===== src/rtl/lea_pkg.sv =====
// Shared definitions for the LEA load path: block geometry, steering codes
// and the load-controller state encoding.
package lea_pkg;

  localparam int LEA_NBYTES = 16;
  localparam int LEA_BYTE_W = 8;

  localparam logic SEL_KEY  = 1'b0;
  localparam logic SEL_DATA = 1'b1;

  typedef enum logic [1:0] {
    IDLE,
    LOAD,
    START,
    RUN
  } lea_ld_state_t;

endpackage


===== src/rtl/lea_load_ctrl.sv =====
// Steers an incoming byte stream into the key or data shift register, counts
// 16-byte blocks and kicks the LEA core once a data block sits behind a valid key.
module lea_load_ctrl
  import lea_pkg::*;
#(
  parameter int NBYTES = LEA_NBYTES,
  parameter int CW     = $clog2(NBYTES)
) (
  input  logic                  CLK,
  input  logic                  RST,
  input  logic [LEA_BYTE_W-1:0] IN_DATA,
  input  logic                  IN_VALID,
  input  logic                  IN_SEL,
  output logic                  IN_READY,
  output logic [LEA_BYTE_W-1:0] SR_DIN,
  output logic                  KEY_CE,
  output logic                  DATA_CE,
  output logic                  CORE_START,
  input  logic                  CORE_DONE,
  output logic                  KEY_VALID,
  output logic [CW-1:0]         BYTE_CNT,
  output logic                  ERR,
  input  logic                  CLR
);

  localparam logic [CW-1:0] LAST_IDX = CW'(NBYTES - 1);

  lea_ld_state_t state_q;
  logic          sel_q;
  logic          key_valid_q;
  logic          core_start_q;
  logic          err_q;
  logic [CW-1:0] cnt_q;

  logic xfer;
  logic shift;
  logic cur_sel;

  assign IN_READY = (state_q == IDLE) || (state_q == LOAD);
  assign xfer     = IN_VALID & IN_READY;

  // Reset and soft abort both suppress the shift so a dropped byte never lands in a chain.
  assign shift    = xfer & RST & ~CLR;
  assign cur_sel  = (state_q == IDLE) ? IN_SEL : sel_q;
  assign KEY_CE   = shift & (cur_sel == SEL_KEY);
  assign DATA_CE  = shift & (cur_sel == SEL_DATA);
  assign SR_DIN   = IN_DATA;

  assign CORE_START = core_start_q;
  assign ERR        = err_q;
  assign KEY_VALID  = key_valid_q;
  assign BYTE_CNT   = cnt_q;

  always_ff @(posedge CLK) begin
    if (!RST) begin
      state_q      <= IDLE;
      sel_q        <= SEL_KEY;
      key_valid_q  <= 1'b0;
      core_start_q <= 1'b0;
      err_q        <= 1'b0;
      cnt_q        <= '0;
    end else if (CLR) begin
      state_q      <= IDLE;
      sel_q        <= SEL_KEY;
      key_valid_q  <= 1'b0;
      core_start_q <= 1'b0;
      err_q        <= 1'b0;
      cnt_q        <= '0;
    end else begin
      core_start_q <= 1'b0;
      err_q        <= 1'b0;
      unique case (state_q)
        IDLE: begin
          if (xfer) begin
            sel_q   <= IN_SEL;
            cnt_q   <= CW'(1);
            state_q <= LOAD;
          end
        end
        LOAD: begin
          if (xfer) begin
            if (cnt_q == LAST_IDX) begin
              cnt_q <= '0;
              if (sel_q == SEL_KEY) begin
                key_valid_q <= 1'b1;
                state_q     <= IDLE;
              end else if (key_valid_q) begin
                core_start_q <= 1'b1;
                state_q      <= START;
              end else begin
                // Data without a key is discarded; flag it and wait for a new block.
                err_q   <= 1'b1;
                state_q <= IDLE;
              end
            end else begin
              cnt_q <= cnt_q + CW'(1);
            end
          end
        end
        START: begin
          state_q <= RUN;
        end
        RUN: begin
          if (CORE_DONE) begin
            state_q <= IDLE;
          end
        end
        default: begin
          state_q <= IDLE;
        end
      endcase
    end
  end

endmodule


===== config.mk =====
export PLATFORM = sky130hd
export DESIGN_NAME = lea_load_ctrl
export DESIGN_NICKNAME = d
export VERILOG_FILES = /design/src/rtl/lea_pkg.sv /design/src/rtl/lea_load_ctrl.sv
export SDC_FILE = /design/constraint.sdc
export NUM_CORES = 1
export LEC_CHECK = 0
export ABC_AREA = 1
export CORE_MARGIN = 1.5
export CORE_UTILIZATION = 32
export DETAILED_ROUTE_END_ITERATION = 6
export GPL_TIMING_DRIVEN = 0
export PLACE_DENSITY = 0.72
export SYNTH_ARGS = -nofsm -noshare
export SYNTH_HDL_FRONTEND = slang
export SYNTH_SLANG_ARGS = --single-unit

===== constraint.sdc =====
create_clock -name CLK -period 1 [get_ports CLK]
set_input_delay 0.2 -clock CLK [delete_from_list [all_inputs] [get_ports CLK]]
set_output_delay 0.2 -clock CLK [all_outputs]
set_load 0.05 [all_outputs]

Yosys cells after proc, flatten, opt, wreduce, memory -nomap -nowiden
Cells that the tools add are included.

Register bits after elaboration: 10. Bits in latches: 0. Memory bits (writable): 0. Bits in read-only memories: 0. Output and inout port bits: 18. Word-level logic and storage cells: 50. Memories kept: 0.

$add $sub $neg: 1. Multiply operators: 0. Divide/modulo/power cells: 0. $lt $le $gt $ge: 0. Equal/unequal tests: 8. Shift-type cells: 0. Muxes and demuxes: 14. Bitwise gates (word level): 12. Reductions and logical operators: 9.

Operators with widths (count): $mux 2 (6); $mux 4 (3); $pmux 2 s4 (1); $pmux 4 s2 (1); $reduce_and 4->1 (2); $not 1->1 (7); $ne 2x2->1 const B (3); $reduce_or 6->1 (1); $and 1x1->1 (5); $add 4x1->4 const B (1); $eq 2x2->1 const B (2); $eq 4x4->1 const B (1); $mux 1 (3); $reduce_and 3->1 (1); $eq 2x1->1 const B (1); $logic_not 2->1 (1); $ne 2x1->1 const B (1); $reduce_and 2->1 (1); $reduce_bool 2->1 (1); $reduce_or 2->1 (1); $logic_or 1x1->1 (1).

Logic depth before layout (Yosys ltp)
Gate-level depths: netlist of run 1.

Word-level depth: 6. Gate-level depth with buffers: 7. Depth with buffers taken out: 7.

Worst setup path before layout of run 1
Ideal clock, no wire load.

Kind: reg-to-output. From: register with a tool-made name. To: output port DATA_CE. Data arrival time: 1.860 ns. Slack: -1.060 ns. Cell stages (with the launch flop): 6. Path buffers: 0. Path through: dfxtp_1 > inv_2 > nand2_1 > nor2_1 > a21oi_1 > nor3_1.

RTL lines: end, declared (RTL line lea_load_ctrl.sv:17) `output logic DATA_CE,`.

==> results_dict.tcl, run 1 <==
set metrics [dict create \
    outcome "finished with violations" \
    failing_checks "design-rule violations, negative setup slack" \
    cp_data_arrival_time_ns 1.27 \
    dp.final_hpwl_um 1003 \
    multi_input_area_um2 370.4 \
    cts-htree-levels 1 \
    clockRootBuffer "sky130_fd_sc_hd__clkbuf_4" \
    antenna_found_initial 0 \
    diode_insertion_count_for_antenna_repair 0 \
    yosys_register_bits 10 \
    setup.worst_path.end_class "primary output" \
    num_vias 662 \
    numPortBuffers 23 \
    routabilityCongestion 0.7399 \
    tritoncts_buffer_count 3 \
    vias_per_cell 4.977 \
    chipHeight_um 44.57 \
    timing.rr.start "state_q[0]$_SDFFE_PP0P_" \
    proportion_of_synthesized_chip_area_in_sequential_cells 0.3620 \
    pwr_density_cell_mw_per_mm2 880.5 \
    clock-skew-final_ns 0.005277 \
    leakagePower_nw 0.4809 \
    detailedRoute.firstPassIterationCount 6 \
    total_of_fill_cells_in_the_finished_design 124 \
    area_of_the_die_mm2 0.001986 \
    synth.avg_cell_area_um2 7.182 \
    layout-drive-gt1-share 0.5641 \
    grt_setup_unrepaired "yes" \
    maxSlewHeadroom 0.6759 \
    yosys.cell_types.count 21 \
    power_frac_clock 0.279 \
    clock_latency_ns 0.27 \
    pwr_total_mw 0.9761 \
    grt_remaining_overflow 0 \
    timing.final.hold_violations 0 \
    clock_sinks 10 \
    routed_wl_um 1610 \
    floorplan.core_area_mm2 0.001559 \
    synth-warning-count 0 \
    max_cap_viol_count 0 \
    die_width_um 44.57 \
    max_freq_mhz 682.2 \
    final_period_minus_worst_setup_slack_ns 1.466 \
    layout_worst_path_cycle_share 1.466 \
    grt_max_degree 11 \
    clock_path_buffers 2 \
    timing.final.setup_violations 10 \
    crit_type "reg -> out" \
    start_util 0.3547 \
    worst_setup_hold_path_clk_slew_ns 0.06 \
    cts.hold.buffers_added 0 \
    drt_drc_violations_left 1 \
    netSwitchingPower_mw 0.3172 \
    crit_path_start_kind "flip-flop" \
    final_net_count 134 \
    power.internal_mw 0.6589 \
    pwr-share-comb 0.307 \
    placementRows 14 \
    syn_area_um2 553.0 \
    postLayoutSetupSlackWorst_ns -0.4658 \
    postSynthNetCount 92 \
    grt_pass1_vias 559 \
    route.detailed.wl_per_inst_um 12.11 \
    critical_path_data_required_time_ns 0.80 \
    vdd_ir_drop_max_mv 0.5858 \
    groute.usage.overall 0.1661 \
    worst_pin_slew_ns 0.4881 \
    maximum_fanout_count_along_the_critical_path 4 \
    remaining_antenna_violation_count_after_routing 0 \
    critical_path.endpoint "DATA_CE" \
    finalSetupTns_ns -1.376 \
    detailedRoute.firstIterationViolations 20 \
    final_design_area_no_fill_mm2 0.001109 \
    flow.area_growth_from_synthesis_pct 100.5 \
    area.sequential_um2 220.2 \
    clock_tree_from_tritoncts "done" \
    share_seq_of_total_power 0.414 \
    postSynthCellCount 77 \
    ioPinCount 32 \
    first_pass_grt_wire_length_um 2318 \
    final_max_slew_viol_count 0 \
    ff2ff_path_depth 7 \
    dpl_cell_area_um2 865.8 \
    switching_share 0.3250 \
    tightest_hold_check_type "in -> reg" \
    reg2reg_setup_slack_ns -0.10 \
]
==> metal layers <==
layer | GRT usage | share of wire | wire length [um]
met2 | 0.2812 | 0.54 | 866
met5 | 0 | 0 | 0
met4 | 0.09091 | 0.022 | 35
met1 | 0.1838 | 0.38 | 611
met3 | 0.04898 | 0.060 | 97
==> critical path: stages, from the launching register on <==
cell and delay [ns]:
sky130_fd_sc_hd__dfxtp_4 0.35, sky130_fd_sc_hd__inv_6 0.08, sky130_fd_sc_hd__nand2_8 0.06, sky130_fd_sc_hd__nor2_4 0.10, sky130_fd_sc_hd__a21oi_4 0.05, sky130_fd_sc_hd__nor3_4 0.18
sky130_fd_sc_hd__buf_6 0.18
==> cells in the final DEF, fill, tap and decap left out <==
| cell | n |
|---|---|
| sky130_fd_sc_hd__buf_4 | 22 |
| sky130_fd_sc_hd__nand2_1 | 13 |
| sky130_fd_sc_hd__dlygate4sd2_1 | 7 |
| sky130_fd_sc_hd__nor2_4 | 6 |
| sky130_fd_sc_hd__buf_8 | 6 |
| sky130_fd_sc_hd__dfxtp_4 | 5 |
| sky130_fd_sc_hd__inv_1 | 5 |
| sky130_fd_sc_hd__nor2_1 | 5 |
| sky130_fd_sc_hd__dfxtp_1 | 4 |
| sky130_fd_sc_hd__buf_6 | 4 |
| sky130_fd_sc_hd__inv_2 | 3 |
| sky130_fd_sc_hd__a21oi_1 | 3 |
| sky130_fd_sc_hd__clkbuf_4 | 3 |
| sky130_fd_sc_hd__clkdlybuf4s15_1 | 3 |
| sky130_fd_sc_hd__inv_4 | 2 |
| sky130_fd_sc_hd__o21ai_0 | 2 |
| sky130_fd_sc_hd__o21ai_1 | 2 |
| sky130_fd_sc_hd__nor3_2 | 2 |
| sky130_fd_sc_hd__clkdlybuf4s50_1 | 2 |
| sky130_fd_sc_hd__inv_6 | 1 |
| sky130_fd_sc_hd__nand2_8 | 1 |
| sky130_fd_sc_hd__a21oi_4 | 1 |
| sky130_fd_sc_hd__nand2_4 | 1 |
| sky130_fd_sc_hd__and2_4 | 1 |
| sky130_fd_sc_hd__nor3_4 | 1 |
| sky130_fd_sc_hd__a211oi_2 | 1 |
| sky130_fd_sc_hd__nand3_4 | 1 |
| sky130_fd_sc_hd__nand2_2 | 1 |
| sky130_fd_sc_hd__nand3_2 | 1 |
| sky130_fd_sc_hd__nand3b_1 | 1 |
| sky130_fd_sc_hd__nand3_1 | 1 |
| sky130_fd_sc_hd__a21oi_2 | 1 |
| sky130_fd_sc_hd__o21a_1 | 1 |
| sky130_fd_sc_hd__o211ai_1 | 1 |
| sky130_fd_sc_hd__ha_4 | 1 |
| sky130_fd_sc_hd__dlymetal6s2s_1 | 1 |
| sky130_fd_sc_hd__dfxtp_2 | 1 |
==> worst min-delay path by stage <==
stage               depth (start not counted)                    from                  endpoint
floorplan                                   3                     CLR                 flip-flop
global route                                4                IN_VALID  BYTE_CNT[1]$_SDFFE_PP0P_
global placement                            1  KEY_VALID$_SDFFE_PP0P_            ERR$_SDFF_PP0_
detailed placement                          1  KEY_VALID$_SDFFE_PP0P_            ERR$_SDFF_PP0_
CTS                                         1  KEY_VALID$_SDFFE_PP0P_            ERR$_SDFF_PP0_
finish                                      4                IN_VALID  BYTE_CNT[1]$_SDFFE_PP0P_
==> power by group through the flow <==
stage / Sequential (mW) / Clock [mW] / Combinational [mW]
after floorplan: 0.425 / 0 / 0.163
after global placement: 0.419 / 0 / 0.241
after detailed placement: 0.420 / 0 / 0.244
after CTS: 0.403 / 0.277 / 0.277
after global routing: 0.405 / 0.293 / 0.313
final: 0.404 / 0.273 / 0.299
==> logic make-up after synthesis <==
| logic type | share of synthesized area |
|---|---|
| and+or+nand+nor | 0.3099 |
| buffers and inverters | 0.1833 |
| AOI/OAI and AO/OA | 0.1222 |
| DFF | 0.3620 |
| adders and majority gates | 0.02262 |
==> flip-flops by register name (all words and copies together) (netlist names), named ones only <==
name and count:
ERR 1, KEY_VALID 1, sel_q 1, CORE_START 1, BYTE_CNT 4, state_q 1
==> Yosys cell counts <==
library cell | n | share of area
sky130_fd_sc_hd__nand2_4 | 1 | 0.020
sky130_fd_sc_hd__nand3_2 | 1 | 0.018
sky130_fd_sc_hd__nor2_2 | 2 | 0.023
sky130_fd_sc_hd__a211oi_1 | 1 | 0.014
sky130_fd_sc_hd__nor2_1 | 8 | 0.054
sky130_fd_sc_hd__inv_2 | 3 | 0.020
sky130_fd_sc_hd__and2_2 | 1 | 0.014
sky130_fd_sc_hd__a21oi_1 | 5 | 0.045
sky130_fd_sc_hd__o21ai_1 | 1 | 0.0090
sky130_fd_sc_hd__buf_4 | 8 | 0.11
sky130_fd_sc_hd__dfxtp_1 | 10 | 0.36
sky130_fd_sc_hd__o21ai_0 | 3 | 0.027
sky130_fd_sc_hd__inv_1 | 8 | 0.054
sky130_fd_sc_hd__nand3_1 | 2 | 0.018
sky130_fd_sc_hd__nand3b_1 | 1 | 0.014
sky130_fd_sc_hd__nor3_1 | 3 | 0.027
sky130_fd_sc_hd__o211ai_1 | 1 | 0.014
sky130_fd_sc_hd__ha_1 | 1 | 0.023
sky130_fd_sc_hd__nand2_1 | 15 | 0.10
sky130_fd_sc_hd__o21a_1 | 1 | 0.014
sky130_fd_sc_hd__nor2_4 | 1 | 0.020
==> repair_timing <==
action / 4_1_cts / 5_1_grt
endpoints found under the setup margin: 22 / 20
pin swaps: 11 / 10
gates resized for setup: 98 / 15
setup buffers: 12 / 2
==> final cells by class <==
| cell class | instances | share of cell area |
|---|---|---|
| Multi-Input combinational cell | 48 | 0.3341 |
| Timing Repair Buffer | 37 | 0.3284 |
| Sequential cell | 10 | 0.1986 |
| Buffer | 8 | 0.05418 |
| Inverter | 11 | 0.04628 |
| Clock buffer | 3 | 0.02032 |
| Tap cell | 16 | 0.01806 |
==> through the flow <==
stage / worst slack, ns / utilization / instances / hold WS [ns]
2_1_floorplan: -0.3491 / - / 77 / 0.3519
3_5_place_dp: -1.301 / 0.5554 / 116 / 0.4383
4_1_cts: -0.4758 / 0.6677 / 131 / 0.4706
6_report: -0.4658 / 0.7111 / 133 / 0.3953
3_3_place_gp: -1.281 / 0.5554 / 116 / 0.4408
5_1_grt: -0.5301 / 0.7111 / 133 / 0.4137
Power figures use the tool's default switching activity.
==> inputs of run 2 (changes only) <==
CORE_MARGIN = 2   (was 1.5)
==> results_dict.tcl, run 2 (same netlist as run 1, synthesis figures left out) <==
set metrics [dict create \
    outcome "finished with violations" \
    failing_checks "negative setup slack" \
    remaining_antenna_violation_count_after_routing 0 \
    worst_setup_hold_path_clk_slew_ns 0.08 \
    dp.final_hpwl_um 978.6 \
    numPortBuffers 23 \
    worstSetupPathDepth 6 \
    area_of_the_die_mm2 0.002077 \
    netSwitchingPower_mw 0.3913 \
    grt_setup_unrepaired "yes" \
    maximum_fanout_count_along_the_critical_path 4 \
    setup.worst_path.end_class "primary output" \
    die_width_um 45.57 \
    pwr_density_cell_mw_per_mm2 890.1 \
    ioPinCount 32 \
    worst_pin_slew_ns 0.4936 \
    routed_wl_um 2106 \
    detailedRoute.firstPassIterationCount 5 \
    maxSlewHeadroom 0.6722 \
    final_net_count 135 \
    cpMaxStageDelayCell "sky130_fd_sc_hd__dfxtp_4" \
    cp_data_arrival_time_ns 1.30 \
    finalSetupTns_ns -2.699 \
    total_of_fill_cells_in_the_finished_design 116 \
    detailedRoute.firstIterationViolations 14 \
    layout_commonest_cell "sky130_fd_sc_hd__buf_4" \
    critical_path_data_required_time_ns 0.80 \
    grt_remaining_overflow 0 \
    antenna_found_initial 0 \
    start_util 0.3311 \
    layout-drive-gt1-share 0.6723 \
    grt_pass1_vias 603 \
    chipHeight_um 45.57 \
    max_freq_mhz 665.5 \
    hold_ws_ns 0.4358 \
    leakagePower_nw 0.5087 \
    layout_worst_path_cycle_share 1.503 \
    dp_cells 117 \
    min_path_cells 1 \
    commonest_non_fill_non_tap_cells_in_the_layout "20 x sky130_fd_sc_hd__buf_4, 7 x sky130_fd_sc_hd__nor2_4" \
    timing.final.hold_violations 0 \
    final_std_cells_w_o_fill 136 \
    num_vias 691 \
    share_seq_of_total_power 0.376 \
    tightest_hold_check_type "reg -> reg" \
    clock_latency_ns 0.29 \
    clock-skew-final_ns 0.009973 \
    max_stage_delay_ns 0.36 \
    clock_tree_from_tritoncts "done" \
    tritoncts_buffer_count 3 \
    flow.area_growth_from_synthesis_pct 117.9 \
    groute.usage.overall 0.1806 \
    diode_insertion_count_for_antenna_repair 0 \
    crit_path_start_kind "flip-flop" \
    route.detailed.wl_per_inst_um 15.49 \
    largest_delay_contributor_family_on_the_critical_path "flip-flops" \
    power.internal_mw 0.6813 \
    max_cap_viol_count 0 \
    timing.final.setup_violations 17 \
    power_frac_clock 0.304 \
    ff2ff_path_depth 9 \
    switching_share 0.3648 \
    placementRows 15 \
    critical_path.cell_chain "inv_6 > buf_6 > nand2_8 > nor2_4 > and2_4 > buf_8" \
    clockRootBuffer "sky130_fd_sc_hd__clkbuf_4" \
    final_max_slew_viol_count 0 \
    final_period_minus_worst_setup_slack_ns 1.503 \
    grt_max_degree 7 \
    routabilityCongestion 0.7564 \
    clock_sinks 10 \
    area.sequential_um2 222.7 \
    vdd_ir_drop_max_mv 0.5381 \
    clock_path_buffers 2 \
    drt_drc_violations_left 0 \
    crit_type "reg -> out" \
    pwr-share-comb 0.320 \
    postLayoutSetupSlackWorst_ns -0.5027 \
    cts.hold.buffers_added 0 \
    floorplan.core_area_mm2 0.001670 \
    critical_path_buf_inv_count 3 \
    vias_per_cell 5.081 \
    number_of_flip_flops_in_the_largest_register 4 \
    cts-htree-levels 1 \
    first_pass_grt_wire_length_um 2525 \
    multi_input_area_um2 429.2 \
]
==> run 2: changes by cell type in the layout (fill, tap and decap cells not counted), sizes merged <==
cell,before,now
clkdlybuf4s15,3,6
clkinv,0,1
dlygate4sd2,7,6
dlymetal6s2s,1,0
==> run 2: routing by layer <==
metal  vias to the layer above  wire (um)  track usage
met3                        12        145      0.05159
met5                         -          0            0
met2                        48       1078       0.2930
met4                         0        109       0.1471
met1                       311        772       0.1918
li1                        320          -            -
==> run 2: cell type report <==
class | instances | share of cell area
well taps | 17 | 0.01765
plain buffers | 8 | 0.04984
clock inverters | 1 | 0.003115
multi-input cells | 48 | 0.3562
inverters | 11 | 0.04673
flip-flops and latches | 10 | 0.1848
repair buffers | 38 | 0.3229
clock buffers | 3 | 0.01869
==> run 2: power by group through the flow <==
stage               registers, mW  logic [mW]  clock network (mW)
finish                      0.403       0.344               0.326
global route                0.404       0.358               0.363
CTS                         0.402       0.294               0.294
detailed placement          0.419       0.244                   0
global placement            0.419       0.242                   0
floorplan                   0.425       0.163                   0
==> run 2: final timing paths <==
path                                from              to  slack [ns]
setup / recovery               flip-flop          KEY_CE       -0.50
hold / removal    KEY_VALID$_SDFFE_PP0P_  ERR$_SDFF_PP0_        0.44
setup reg to reg               flip-flop       flip-flop       -0.21
hold reg to reg   KEY_VALID$_SDFFE_PP0P_  ERR$_SDFF_PP0_        0.44
==> run 2: what timing repair did <==
item                                    CTS  global route
resized for setup                       102            36
endpoints found under the setup margin   23            24
pin swaps                                 6             9
buffers inserted                         13             2
==> run 2: through the flow <==
| step | area (um2) | utilization | total power [mW] | worst slack, ns |
|---|---|---|---|---|
| floorplan | 615.6 | - | 0.5881 | -0.3491 |
| global placement | 867.1 | 0.5191 | 0.6605 | -1.249 |
| detailed placement | 867.1 | 0.5191 | 0.6630 | -1.253 |
| CTS | 1079 | 0.6457 | 0.9905 | -0.4647 |
| global route | 1205 | 0.7213 | 1.125 | -0.5624 |
| finish | 1205 | 0.7213 | 1.073 | -0.5027 |
